### src/rtl/objects_mux_pkg.sv
// Shared types and helpers for the layered RGB332 object multiplexer family.
// Holds the default transparent colour, the layer limit and the colour expander.
package objects_mux_pkg;

  localparam int         MAX_LAYERS      = 16;
  localparam logic [7:0] TRANSPARENT_RGB = 8'hFF;

  typedef logic [3:0] layer_idx_t;

  typedef struct packed {
    logic [7:0] red;
    logic [7:0] green;
    logic [7:0] blue;
  } rgb888_t;

  // MSB replication keeps full-scale codes at 8'hFF and zero at 8'h00.
  function automatic logic [23:0] rgb332_to_rgb888(input logic [7:0] c);
    return {c[7:5], c[7:5], c[7:6],
            c[4:2], c[4:2], c[4:3],
            {4{c[1:0]}}};
  endfunction

endpackage

### src/rtl/layer_priority_enc.sv
// Lowest-index-wins priority encoder over a layer visibility vector.
// Purely combinational; shared by the object multiplexers.
module layer_priority_enc
  import objects_mux_pkg::*;
#(
  parameter int WIDTH = 8
) (
  input  logic [WIDTH-1:0] vec,
  output logic             valid,
  output layer_idx_t       idx
);

  always_comb begin
    // NOTE: every output gets a default before the loop, so no path leaves it
    // unassigned and no latch is inferred.
    valid = |vec;
    idx   = '0;
    for (int i = WIDTH - 1; i >= 0; i--) begin
      if (vec[i]) idx = layer_idx_t'(i);
    end
  end

endmodule

### src/rtl/objects_mux_layered.sv
// Layered object multiplexer: picks the highest-priority visible RGB332 layer
// over background, expands to 24-bit colour, handles blinking and collisions.
module objects_mux_layered
  import objects_mux_pkg::*;
#(
  parameter int         NUM_LAYERS   = 8,
  parameter logic [7:0] TRANSPARENT  = TRANSPARENT_RGB,
  parameter int         BLINK_FRAMES = 16
) (
  input  logic                    clk,
  input  logic                    resetN,
  input  logic                    startOfFrame,
  input  logic [NUM_LAYERS-1:0]   layerDrawingRequest,
  input  logic [NUM_LAYERS*8-1:0] layerRGB,
  input  logic [NUM_LAYERS-1:0]   layerEnable,
  input  logic [NUM_LAYERS-1:0]   layerBlink,
  input  logic [7:0]              backGroundRGB,
  output logic [7:0]              redOut,
  output logic [7:0]              greenOut,
  output logic [7:0]              blueOut,
  output logic                    winnerValid,
  output layer_idx_t              winnerIdx,
  output logic [NUM_LAYERS-1:0]   collisionFrame
);

  localparam int                CNT_W    = (BLINK_FRAMES > 1) ? $clog2(BLINK_FRAMES) : 1;
  localparam logic [CNT_W-1:0]  CNT_LAST = CNT_W'(BLINK_FRAMES - 1);

  logic [CNT_W-1:0]      frame_cnt;
  logic                  blink_phase;
  logic                  frame_wrap;
  logic                  phase_now;
  logic [NUM_LAYERS-1:0] visible;
  logic                  hit;
  logic                  any_visible;
  layer_idx_t            top_idx;
  logic [NUM_LAYERS-1:0] coll_acc;

  logic [7:0]            s1_rgb;
  logic                  s1_valid;
  layer_idx_t            s1_idx;
  rgb888_t               s2_pix;

  // The phase flip applies to the very pixel that carries the wrapping pulse.
  assign frame_wrap = startOfFrame && (frame_cnt == CNT_LAST);
  assign phase_now  = blink_phase ^ frame_wrap;

  always_ff @(posedge clk or negedge resetN) begin
    // NOTE: sequential state uses non-blocking assignments so every register
    // samples pre-edge values and updates together.
    if (!resetN) begin
      frame_cnt   <= '0;
      blink_phase <= 1'b1;
    end else if (startOfFrame) begin
      frame_cnt   <= frame_wrap ? '0 : frame_cnt + 1'b1;
      blink_phase <= phase_now;
    end
  end

  always_comb begin
    visible = '0;
    for (int i = 0; i < NUM_LAYERS; i++) begin
      visible[i] = layerDrawingRequest[i] & layerEnable[i]
                 & (layerRGB[8*i +: 8] != TRANSPARENT)
                 & ~(layerBlink[i] & ~phase_now);
    end
  end

  // Two or more bits set: clearing the lowest set bit leaves something behind.
  assign hit = |(visible & (visible - NUM_LAYERS'(1)));

  layer_priority_enc #(
    .WIDTH (NUM_LAYERS)
  ) u_enc (
    .vec   (visible),
    .valid (any_visible),
    .idx   (top_idx)
  );

  always_ff @(posedge clk or negedge resetN) begin
    if (!resetN) begin
      s1_rgb   <= '0;
      s1_valid <= 1'b0;
      s1_idx   <= '0;
    end else begin
      s1_rgb   <= any_visible ? layerRGB[{top_idx, 3'b000} +: 8] : backGroundRGB;
      s1_valid <= any_visible;
      s1_idx   <= any_visible ? top_idx : '0;
    end
  end

  always_ff @(posedge clk or negedge resetN) begin
    if (!resetN) begin
      s2_pix      <= '0;
      winnerValid <= 1'b0;
      winnerIdx   <= '0;
    end else begin
      s2_pix      <= rgb888_t'(rgb332_to_rgb888(s1_rgb));
      winnerValid <= s1_valid;
      winnerIdx   <= s1_idx;
    end
  end

  assign redOut   = s2_pix.red;
  assign greenOut = s2_pix.green;
  assign blueOut  = s2_pix.blue;

  // The start-of-frame pixel already belongs to the new frame's accumulation.
  always_ff @(posedge clk or negedge resetN) begin
    if (!resetN) begin
      coll_acc       <= '0;
      collisionFrame <= '0;
    end else if (startOfFrame) begin
      collisionFrame <= coll_acc;
      coll_acc       <= hit ? visible : '0;
    end else if (hit) begin
      coll_acc       <= coll_acc | visible;
    end
  end

endmodule
### config.mk
export PLATFORM = sky130hd
export DESIGN_NAME = objects_mux_layered
export DESIGN_NICKNAME = d
export VERILOG_FILES = /design/src/rtl/objects_mux_pkg.sv /design/src/rtl/layer_priority_enc.sv /design/src/rtl/objects_mux_layered.sv
export SDC_FILE = /design/constraint.sdc
export NUM_CORES = 1
export LEC_CHECK = 0
export ABC_AREA = 1
export ABC_CLOCK_PERIOD_IN_PS = 2500
export CORE_ASPECT_RATIO = 0.8
export CORE_MARGIN = 2
export CORE_UTILIZATION = 43
export CTS_BUF_LIST = sky130_fd_sc_hd__clkbuf_8
export DETAILED_ROUTE_END_ITERATION = 12
export GPL_ROUTABILITY_DRIVEN = 0
export GPL_TIMING_DRIVEN = 1
export PLACE_DENSITY = 0.83
export SLEW_MARGIN = 20
export SYNTH_ARGS = -nofsm -noshare
export SYNTH_HDL_FRONTEND = slang
export SYNTH_SLANG_ARGS = --single-unit
### constraint.sdc
create_clock -name clk -period 2.5 [get_ports clk]
set_input_delay 0.5 -clock clk [delete_from_list [all_inputs] [get_ports clk]]
set_output_delay 0.5 -clock clk [all_outputs]
set_load 0.005 [all_outputs]
### Yosys cells after proc, flatten, opt, wreduce, memory -nomap -nowiden

Cells that the tools add are included.

| cells by class | value |
|---|---|
| add/subtract/negate cells | 2 |
| eq/ne operators | 9 |
| shift operators | 1 |
| multiplexer cells | 14 |
| bitwise gates (word level) | 44 |
| reduce and logical (&&, ||, !) cells | 4 |

Operators with widths:

| kind | number |
|---|---|
| 8-bit inequality test, second input constant | 8 |
| 64-bit by 8-bit variable part select with 8-bit output | 1 |
| 1-bit AND | 32 |
| 8-bit 2-to-1 mux | 4 |
| 3-bit 2-to-1 mux | 8 |
| 8-bit OR reduction | 2 |
| 1-bit NOT | 9 |
| 8-bit AND | 1 |
| 4-bit 2-to-1 mux | 2 |
| 8-bit bitwise OR | 1 |
| 8-bit by 1-bit subtractor with 8-bit output, second input constant | 1 |
| 4-bit by 1-bit adder with 4-bit output, second input constant | 1 |
| 4-bit == test, second input constant | 1 |
| 2-bit nonzero test | 1 |
| 1-bit logical AND | 1 |
| 1-bit bitwise XOR | 1 |

| storage, ports and cells | value |
|---|---|
| flip-flop bits (word level) | 63 |
| input bits | 99 |
| output and inout port bits | 37 |
| logic and storage cells | 86 |

### Depth between registers and ports, before layout

| depth | value |
|---|---|
| depth in word-level cells | 17 |
| gate-level depth with buffers | 19 |

### Cells and area by module

From an unflattened synthesis, not the netlist that was laid out.

| unflattened totals | value |
|---|---|
| cell total of the unflattened synthesis | 395 |
| area, all modules | 2,852.7 um^2 |

By module, submodules not included:

| module | times used | cells each | area an instance (um^2) | seq. area each (um^2) |
|---|---|---|---|---|
| objects_mux_layered | 1 | 371 | 2,742.6 | 1,177.4 |
| layer_priority_enc | 1 | 24 | 110.1 | 0.0 |

### Worst setup path after synthesis

Ideal clock, no wire load.

| timing path | value |
|---|---|
| path type | register to register |
| start point | reg frame_cnt[0] |
| end point | reg s1_rgb[3] |
| arrival time | 2.054 ns |
| required time | 2.382 ns |
| slack | 0.329 ns |
| cell stages (with the launch flop) | 16 |
| path through | dfrtp_1 > ha_1 > nand2_1 > nor2_2 > nand2_1 > and2_4 > inv_2 > o21ai_4 > nand2_1 > a21oi_4 > inv_2 > buf_6 > nand3_1 > nand3_1 > nand3_1 > nand2_1 |

| on the way | value |
|---|---|
| word-level cells in the longest chain between the ends | 17 |
| elaborated cells between the ends (all ways) | 39 |
| classes of those cells | 1 x eq/ne; 1 x shift; 9 x mux; 26 x bitwise; 2 x reduce/logical |

RTL lines:

| element | RTL line | text |
|---|---|---|
| start, declared | objects_mux_layered.sv:29 | `logic [CNT_W-1:0] frame_cnt;` |
| start signal, assigned | objects_mux_layered.sv:55 | `frame_cnt <= frame_wrap ? '0 : frame_cnt + 1'b1;` |
| 4-bit == test * | objects_mux_layered.sv:45 | `assign frame_wrap = startOfFrame && (frame_cnt == CNT_LAST);` |
| 1-bit logical AND * | objects_mux_layered.sv:45 |  |
| 1-bit bitwise XOR * | objects_mux_layered.sv:46 | `assign phase_now = blink_phase ^ frame_wrap;` |
| 1-bit NOT * | objects_mux_layered.sv:65 | `& ~(layerBlink[i] & ~phase_now);` |
| 1-bit AND | objects_mux_layered.sv:65 |  |
| 1-bit NOT | objects_mux_layered.sv:65 |  |
| 1-bit AND | objects_mux_layered.sv:65 |  |
| 3-bit 2-to-1 mux (8 in a row) | layer_priority_enc.sv:19 | `if (vec[i]) idx = layer_idx_t'(i);` |
| 64-bit by 8-bit variable part select with 8-bit output | objects_mux_layered.sv:86 | `s1_rgb <= any_visible ? layerRGB[{top_idx, 3'b000} +: 8] : backGroundRGB;` |
| 8-bit 2-to-1 mux * | objects_mux_layered.sv:86 |  |
| end signal, assigned | objects_mux_layered.sv:86 |  |
| end, declared | objects_mux_layered.sv:39 | `logic [7:0] s1_rgb;` |

Mark *: on every way between the ends. The rest lies on a longest branch, timed or not.
A chain may end at the register's enable or synchronous reset.

### Worst setup path after layout

| timing path | value |
|---|---|
| start point | in layerRGB[40] |
| end point | reg s1_rgb[2] |

| on the way | value |
|---|---|
| word-level cells in the longest chain between the ends | 11 |
| elaborated cells between the ends (all ways) | 12 |
| classes of those cells | 1 x eq/ne; 1 x shift; 7 x mux; 2 x bitwise; 1 x reduce/logical |

RTL lines:

| element | RTL line | text |
|---|---|---|
| start, declared | objects_mux_layered.sv:14 | `input logic [NUM_LAYERS*8-1:0] layerRGB,` |
| 8-bit inequality test * | objects_mux_layered.sv:64 | `& (layerRGB[8*i +: 8] != TRANSPARENT)` |
| 1-bit AND * | objects_mux_layered.sv:64 |  |
| 1-bit AND * | objects_mux_layered.sv:65 |  |
| 3-bit 2-to-1 mux (6 in a row) | layer_priority_enc.sv:19 |  |
| 64-bit by 8-bit variable part select with 8-bit output | objects_mux_layered.sv:86 |  |
| 8-bit 2-to-1 mux * | objects_mux_layered.sv:86 |  |

Marked as above.

==> reports/metrics.yaml <==
drc: 0
tritoncts: "yes"
hold_viol_final: 0
fin_ws_ns: 0.0760
cpLargestDelayFamily: "simple AND/OR/NAND/NOR gates"
cts_sinks: 45
max_stage_delay_ns: 0.43
drt_iter0_markers: 224
die_w_um: 95.7
h-tree-depth: 2
seq_area_um2: 1130
initial_utilization_pct: 44.9
fin_skew_ns: 0.00353
synth-compound-area-share_pct: 5.06
gr-total-overflow: 0
layout-area-overhead-vs-synth_pct: 67.1
rows: 26
critPathLaunchType: "input pin"
fp.dieH_um: 77.4
synthCells: 425
final_nets: 688
status: "finished clean"
tightest_slew_ns: 0.576
p_leak_uw: 0.00247
ios: 136
synthAdderAreaFrac_pct: 0.432
drive_gt1_share_pct: 16.1
yosys_warnings: 0
final.min_clock_period_ns: 2.42
dieArea_um2: 7410
synthMuxAreaShare_pct: 0
place_ws_ns: -0.312
cts_buffers: 5
fill_cells: 470
synth-xor-area-share_pct: 0.303
grt_pass1_wl_um: 14900
cellPowerDensity_nw_per_um2: 739
required_ns: 2.69
synth_nets: 525
num_vias: 3415
ys_seq_area_share_pct: 39.0
hp-class: "in -> async"
ant_nets: 0
grt_usage_pct: 25.9
viasPerCell: 5.07
path_class: "in -> reg"
synth_top_area_share_pct: 38.0
yosys.area_share.simple_pct: 39.7
routedWlPerCell_um: 14.7
portBuffers: 134
final_max_slew_viol_count: 0
synth_top_family_by_area: "simple AND/OR/NAND/NOR gates"
synth.distinct_cells: 34
synthTopCellsByArea: "dfrtp_1 38%, nand2_1 19%, nand3_1 12%"
cp.arrival_ns: 2.62
first_pass_iters: 8
max_slew_margin_pct: 61.6
clock.fmax_mhz: 413
syn_area_um2: 2890
hpwl_um: 7460
avgSynthCellArea_um2: 6.81
yosysTopAreaCell: "dfrtp_1"
whs_ns: 0.268
antenna_found_initial: 0
cts_root_buf: "clkbuf_8"
synth.ff_latch_count: 45
grt_pass1_vias: 3243
ir_drop_mv: 0.308
antenna_cells: 0
post-route-period-util_pct: 97.0
cp_num_buf_inv: 2
path_cells: "clkdlybuf4s50_1 > nand2_1 > nor2_1 > a21oi_1 > nand2_2 > nand2_1 > nand3_1 > nand2_1 > nand2_2 > nand2_4 > nand2_8 > clkbuf_16 > o21ai_1 > o21ai_1 > nand2_1 > nand3_1"
maxCapViolations: 0
grt_max_degree: 46
critPathMaxFanout: 8
slowest_stage: "clkdlybuf4s50_1"
clk_pin_slew_ns: 0.08
multi_input_area_um2: 1440
end_kind: "register"
wl_um: 9900
post-route-util_pct: 75.1
fp.coreArea_um2: 6440
critPathMostFrequentCell: "nand2_1"
clock_latency_ns: 0.31
clock_path_buffers: 2
setup_viol_count_final: 0
flip-flops by register name, summed over array words and instances (netlist names):
| name | flops |
|---|---|
| coll_acc | 8 |
| s1_idx | 3 |
| winnerIdx | 3 |
| frame_cnt | 4 |
| redOut | 3 |
| blueOut | 2 |
| blink_phase | 1 |
| greenOut | 3 |
| collisionFrame | 8 |
| winnerValid | 1 |
| s1_valid | 1 |
| s1_rgb | 8 |
power breakdown:
group	switching (uW)	leakage, uW	internal [uW]	total [uW]
sequential	136	0.000557	985	1120
combinational	864	0.00185	1040	1900
clock	257	0.0000595	296	553
layout make-up:
class                           count  share of cell area, %
Timing Repair Buffer              185                   37.3
Multi-Input combinational cell    284                   29.7
Sequential cell                    45                   23.3
Inverter                           67                   5.20
Tap cell                           84                   2.17
Clock buffer                        5                   1.42
Clock inverter                      3                  0.880
layout by cell type (no fill, tap or decap), types with 3 or more instances in the layout:
| cell | instances |
|---|---|
| o21ai_0 | 4 |
| nand3b_1 | 4 |
| nand2_2 | 6 |
| clkdlybuf4s50_1 | 132 |
| nor2_4 | 3 |
| clkbuf_8 | 5 |
| a21oi_1 | 5 |
| clkbuf_16 | 3 |
| inv_1 | 63 |
| nand3_2 | 6 |
| nand3_1 | 66 |
| buf_4 | 45 |
| nor2_1 | 9 |
| o21ai_1 | 6 |
| nand2_1 | 142 |
| dfrtp_1 | 44 |
| nand4_1 | 8 |
| inv_2 | 3 |
per-layer routing:
metal / global-route usage [%] / routed length, um / up-vias
met4: 8.57 / 238 / 0
met3: 7.09 / 929 / 28
met2: 43.8 / 4950 / 203
met5: 0 / 0 / -
met1: 31.6 / 3780 / 1541
li1: - / - / 1643
cell usage after synthesis:
master	number
o21ai_2	1
conb_1	1
nor4_1	2
dfstp_2	1
ha_1	1
o2111ai_1	1
nand2_2	1
nor2_2	2
o21ai_1	3
buf_2	5
nor2_1	10
dfrtp_1	44
buf_4	19
buf_6	1
a21oi_4	1
nand4_2	2
o211a_1	1
clkinv_1	2
o22ai_1	1
nand3_1	72
nand3b_1	4
clkbuf_1	4
nor2_4	1
nand2_1	150
xnor2_1	1
o21ai_4	1
inv_1	62
inv_2	3
or2_2	2
nand4_1	8
and2_4	1
a21oi_1	6
nor3_1	4
o21ai_0	7
logic make-up after synthesis:
| group | after synthesis |
|---|---|
| AND/OR/NAND/NOR | 259 |
| buffers and inverters | 96 |
| flip-flops | 45 |
| AO/OA/AOI/OAI | 22 |
| XOR/XNOR | 1 |
| adder cells (fa/ha/maj) | 1 |
| other | 1 |
metrics by stage:
step / setup TNS, ns / std cells / cell area [um2] / total power, uW
5_1_grt: -0.199 / 673 / 4840 / 3800
3_5_place_dp: -4.36 / 660 / 4500 / 2810
3_3_place_gp: -3.19 / 660 / 4500 / 2750
4_1_cts: 0 / 668 / 4610 / 3370
6_report: 0 / 673 / 4840 / 3570
2_1_floorplan: 0 / 425 / 2890 / 1990
what timing repair did:
item                       in CTS  in global routing
pin swaps                       0                  9
hold buffers                    0                  0
cloned                          0                  4
resized for setup               1                 33
setup endpoints to repair       2                 15
buffers inserted                0                  1
worst paths after layout:
| check | from | end | slack (ns) | cells after the start |
|---|---|---|---|---|
| setup reg to reg | frame_cnt[0] | s1_rgb[2] | 0.10 | 16 |
| hold reg to reg | s1_valid | winnerValid | 0.36 | 0 |
| hold / removal | resetN | collisionFrame[0] | 0.27 | 2 |
| max in group asynchronous | resetN | s1_rgb[0] | 1.84 | 2 |
| setup / recovery | layerRGB[40] | s1_rgb[2] | 0.08 | 16 |
| min in group clk | s1_valid | winnerValid | 0.36 | 0 |
(Power assumes the default switching activity.)
